===== src/rtl/mips_bus_pkg.sv =====
// mips_bus_pkg: shared encodings and defaults for the mips memory bus
package mips_bus_pkg;
  typedef enum logic [1:0] {IDLE, REQ, WAIT, RESP} state_t;
  typedef enum logic {OWN_I, OWN_D} owner_t;
  localparam int DEF_ADDR_W = 32;
  localparam int DEF_DATA_W = 32;
  localparam logic [3:0] BE_FULL = 4'hF;
endpackage


===== src/rtl/mips_arb_starve_ctr.sv =====
// mips_arb_starve_ctr: counts back-to-back D grants while I waits and flags when I must win
module mips_arb_starve_ctr #(
  parameter int MAX_STREAK = 4
) (
  input  logic clk,
  input  logic rst_n,
  input  logic d_gnt,
  input  logic i_gnt,
  input  logic i_req,
  output logic force_i
);
  localparam int W = $clog2(MAX_STREAK + 1);
  localparam logic [W-1:0] MAX = W'(MAX_STREAK);
  logic [W-1:0] streak;
  always_ff @(posedge clk or negedge rst_n)
    if (!rst_n) streak <= '0;
    else if (i_gnt | (d_gnt & ~i_req)) streak <= '0;
    else if (d_gnt) streak <= (streak == MAX) ? streak : streak + 1'b1;
  assign force_i = streak == MAX;
endmodule


===== src/rtl/mips_mem_arbiter.sv =====
// mips_mem_arbiter: shares one memory port between fetch (I) and load/store (D), D first with starvation guard
module mips_mem_arbiter
  import mips_bus_pkg::*;
#(
  parameter int ADDR_W     = DEF_ADDR_W,
  parameter int DATA_W     = DEF_DATA_W,
  parameter int MAX_STREAK = 4
) (
  input  logic              clk,
  input  logic              rst_n,
  input  logic              i_req,
  input  logic [ADDR_W-1:0] i_addr,
  output logic              i_gnt,
  output logic              i_rvalid,
  output logic [DATA_W-1:0] i_rdata,
  input  logic              d_req,
  input  logic              d_we,
  input  logic [3:0]        d_be,
  input  logic [ADDR_W-1:0] d_addr,
  input  logic [DATA_W-1:0] d_wdata,
  output logic              d_gnt,
  output logic              d_rvalid,
  output logic [DATA_W-1:0] d_rdata,
  output logic              m_req,
  output logic              m_we,
  output logic [3:0]        m_be,
  output logic [ADDR_W-1:0] m_addr,
  output logic [DATA_W-1:0] m_wdata,
  input  logic              m_gnt,
  input  logic              m_rvalid,
  input  logic [DATA_W-1:0] m_rdata,
  output logic              busy
);
  state_t state, state_nx;
  owner_t owner;
  logic we_q, force_i, pick_d, cap;
  logic [3:0] be_q;
  logic [ADDR_W-1:0] addr_q;
  logic [DATA_W-1:0] wdata_q, rdata_q;

  mips_arb_starve_ctr #(.MAX_STREAK(MAX_STREAK)) u_ctr (
    .clk(clk), .rst_n(rst_n), .d_gnt(d_gnt), .i_gnt(i_gnt), .i_req(i_req), .force_i(force_i)
  );

  always_comb begin
    pick_d = d_req & ~(i_req & force_i);
    d_gnt = (state == IDLE) & pick_d;
    i_gnt = (state == IDLE) & i_req & ~pick_d;
    cap = ((state == REQ) & m_gnt & m_rvalid) | ((state == WAIT) & m_rvalid);
    state_nx = state;
    case (state)
      IDLE:    state_nx = (d_req | i_req) ? REQ : IDLE;
      REQ:     state_nx = m_gnt ? (m_rvalid ? RESP : WAIT) : REQ;
      WAIT:    state_nx = m_rvalid ? RESP : WAIT;
      default: state_nx = IDLE;
    endcase
  end

  always_ff @(posedge clk or negedge rst_n)
    if (!rst_n) begin
      state   <= IDLE;
      owner   <= OWN_I;
      we_q    <= 1'b0;
      be_q    <= '0;
      addr_q  <= '0;
      wdata_q <= '0;
      rdata_q <= '0;
    end else begin
      state <= state_nx;
      if (d_gnt | i_gnt) begin
        owner   <= d_gnt ? OWN_D : OWN_I;
        we_q    <= d_gnt & d_we;
        be_q    <= d_gnt ? d_be : BE_FULL;
        addr_q  <= d_gnt ? d_addr : i_addr;
        wdata_q <= d_gnt ? d_wdata : '0;
      end
      if (cap) rdata_q <= m_rdata;
    end

  assign busy     = state != IDLE;
  assign m_req    = state == REQ;
  assign m_we     = m_req & we_q;
  assign m_be     = m_req ? be_q : '0;
  assign m_addr   = m_req ? addr_q : '0;
  assign m_wdata  = m_req ? wdata_q : '0;
  assign i_rvalid = (state == RESP) & (owner == OWN_I);
  assign d_rvalid = (state == RESP) & (owner == OWN_D);
  // store acks carry no data back to the core
  assign i_rdata  = i_rvalid ? rdata_q : '0;
  assign d_rdata  = (d_rvalid & ~we_q) ? rdata_q : '0;
endmodule


===== config.mk =====
export PLATFORM = sky130hd
export DESIGN_NAME = mips_mem_arbiter
export DESIGN_NICKNAME = d
export VERILOG_FILES = /design/src/rtl/mips_bus_pkg.sv /design/src/rtl/mips_arb_starve_ctr.sv /design/src/rtl/mips_mem_arbiter.sv
export SDC_FILE = /design/constraint.sdc
export NUM_CORES = 1
export LEC_CHECK = 0
export ABC_AREA = 0
export CORE_ASPECT_RATIO = 1.25
export CORE_MARGIN = 3
export CORE_UTILIZATION = 43
export DETAILED_ROUTE_END_ITERATION = 8
export MAX_ROUTING_LAYER = met4
export PLACE_DENSITY = 0.93
export SETUP_SLACK_MARGIN = 0.1
export SYNTH_ARGS = -nofsm -noshare
export SYNTH_HDL_FRONTEND = slang
export SYNTH_SLANG_ARGS = --single-unit

===== constraint.sdc =====
create_clock -name clk -period 4 [get_ports clk]
set_input_delay 0.8 -clock clk [delete_from_list [all_inputs] [get_ports clk]]
set_output_delay 0.8 -clock clk [all_outputs]
set_load 0.02 [all_outputs]

==> results of run 1 <==
## per-stage QoR
| stage | std cells | cell area (µm²) | worst slack (ps) | hold slack (ps) | utilization [%] |
|---|---|---|---|---|---|
| floorplan | 488 | 5660 | 1710 | 452 | - |
| global placement | 897 | 8480 | 847 | 464 | 66.4 |
| detailed placement | 897 | 8480 | 845 | 469 | 66.4 |
| CTS | 913 | 8770 | 502 | 486 | 68.7 |
| global route | 913 | 8770 | 374 | 503 | 68.7 |
| finish | 913 | 8770 | 544 | 487 | 68.7 |
## Yosys cell counts, drive strengths merged
cell type and count:
and2 133, dfrtp 107, a22o 33, a311o 32
and4 32, mux2 32, o21a 32, clkbuf 30
buf 17, nand2 6, nor2 5, inv 4
o22a 4, and2b 3, a21oi 2, ha 2
nand3 2, o21ai 2, a21o 1, a221o 1
a22oi 1, and3 1, and3b 1, nand2b 1
nor4b 1, o2bb2ai 1, o32ai 1, or2 1
## where the power goes
group	leakage (nW)	total [mW]	internal (mW)	switching (mW)
sequential	1.30	2.00	1.64	0.357
combinational	2.27	3.42	1.79	1.63
clock	0.140	0.860	0.438	0.421
total	3.71	6.28	3.87	2.41
## flip-flops by register name, indices dropped and copies added (netlist names)
name	flops
be_q	4
rdata_q	32
state	2
u_ctr.streak	3
we_q	1
owner	1
wdata_q	32
addr_q	32
## routing by layer
metal / GRT usage [%] / vias to the layer above
li1: - / 2267
met4: 8.56 / 0
met5: - / -
met1: 28.5 / 2378
met2: 40.3 / 232
met3: 5.25 / 32
## worst paths after layout
path	slack, ps	start	to	depth (start not counted)
min in group asynchronous	640	rst_n	addr_q[18]$_DFFE_PN0P_	1
setup reg to reg	1610	state[0]$_DFF_PN0_	addr_q[21]$_DFFE_PN0P_	5
max in group asynchronous	2490	rst_n	rdata_q[0]$_DFFE_PN0P_	2
hold / removal	490	be_q[1]$_DFFE_PN0P_	be_q[1]$_DFFE_PN0P_	1
hold reg to reg	490	be_q[1]$_DFFE_PN0P_	be_q[1]$_DFFE_PN0P_	1
setup / recovery	540	state[1]$_DFF_PN0_	m_wdata[15]	3
## area by class of cell
type | instances | area, µm²
repair buffers | 288 | 2870
clock inverters | 7 | 65.1
flip-flops and latches | 107 | 2680
fillers | 938 | 4010
multi-input cells | 330 | 2710
clock buffers | 9 | 225
well taps | 168 | 210
inverters | 4 | 17.5
## cells by family (layout without fill, tap and decap cells)
kind of cell | after synthesis | after routing | synth area share [%]
buffers and inverters | 51 | 308 | 4.76
AO/OA/AOI/OAI | 110 | 110 | 17.0
adder cells (fa/ha/maj) | 2 | 2 | 0.442
flip-flops | 107 | 107 | 47.3
AND/OR/NAND/NOR | 186 | 186 | 22.1
multiplexers | 32 | 32 | 8.36
==> impl_results.md, run 1 <==
* H-tree depth at 3
* CP endpoint kind: output port
* CTS Root Cell: clkbuf_16
* Number of synthesized register bits at about 110
* Commonest cells after routing, fill and taps aside: 276 x clkdlybuf4s50_1, 133 x and2_1, 107 x dfrtp_1
* Status: finished, final reports clean
* FP Rows at between 40 and 50
* Diode count at 0
* Top post-synthesis cells by area: dfrtp_1 47%, and2_1 15%, mux2_4 8.0%
* P&R area growth vs syn at 55.1%
* Core ar. at between 0.01 and 0.015 mm²
* Clk_skew at about 8.1 ps
* P per Cell Area at between 700 and 800 mW/mm²
* Die ar. at ~0.015 mm²
* Layout net count at just under 900
* Gr usage total at ~24%
* MaxCap Viol Count at 0
* Final Hold Violating Endpoints at 0
* Initial antenna violation count at 0
* Via count at 4909
* Vias per inst at 5.38
* Power consumption at about 6.3 mW
* Area share of the leading cell type in the synthesized netlist at a little under half
* Max Clk Rate at ~290 MHz
* Mapped cell area at approximately 0.0057 mm²
* Critical path buffers and inverters at 1
* Clock buffer depth at 2
* Crit path kind: reg2out
* Clock Pin Slew Worst Setup and Hold Paths at approximately 70 ps
* Number of global-route vias before repair at 5149
* Post-CTS Resized at 0
* Top Ports at approximately 280
* CP top delay family: simple AND/OR/NAND/NOR gates
* Maximum vdd drop at roughly 0.00041 V
* Met3 routed WL at approximately 1100 µm
* Maximum fanout along the worst path at a little over 70
* First-pass GRT wire length at about 27000 µm
* Critical Path RT at between 3000 and 4000 ps
* Fin crit period at 3460 ps
* Crit path DAT at about 2700 ps
* Max-slew violations at 0
* Top routing layer used: met4
* Initial drt markers at 238
* Clk Latency, worst-skew pair at ~330 ps
* Detail Placement HPWL at around 13000 µm
* # hold bufs at CTS at 0
* First-pass DRT Iterations at 6
* Port buffer count at between 200 and 300
* Unrepaired setup endpoints after global routing: no
* Congestion Overflow GR at 0
* Slew margin rel. at 29.7%
* Syn nets at about 630
* Drt wl/cell at about 19 µm
* Cells after Synth at between 400 and 500
* # setup viols final at 0
* Worst slew pin tran at approximately 1100 ps
* Yosys cell types at 38
* Die Span Y at between 100 and 150 µm
* Synth warn at 0
* Share of layout cells above drive strength 1 at ~10%
* Period Utilization, post-route at just under 90%
* Yosys top cell by area: dfrtp_1
* Largest stage delay, worst path at slightly above 900 ps
* Commonest non-fill, non-tap cell in the layout: clkdlybuf4s50_1
* Sequential area share after synthesis at a little under half
* # DRC at 0
* Initial core utilization at roughly 44%
* CTS Sinks at between 100 and 150
* Largest net degree at the start of global routing at 84
* Routability Congestion at between 0.7 and 0.8
* TNS Setup at 0 ps
* Cell Chain, Critical Path: and2b_2 > and2_1 > clkdlybuf4s50_1
* Post-CTS repair timing setup buffer count at 0
* Static leakage at ~3.7 nW
* Startpoint Class: register
* DRT antenna net count at 0
* Routed met1 length at just under 7000 µm
* Crit-path slowest cell: and2b_2
* Clock buffer count from CTS at 9
* WL final at ~17000 µm
* Avg Inst Size Synth at around 12 µm²
* Hold Path Class: reg2reg
* TritonCTS clock tree: done
* Die X at about 110 µm
* Metal2 WL at between 8000 and 9000 µm
No activity file was read; power rests on OpenSTA's default activity.
==> inputs of run 2 (changes only) <==
SETUP_SLACK_MARGIN = not set   (was 0.1)
==> results of run 2 <==
Same layout as run 1: the final DEF is identical, and so are final timing and power.
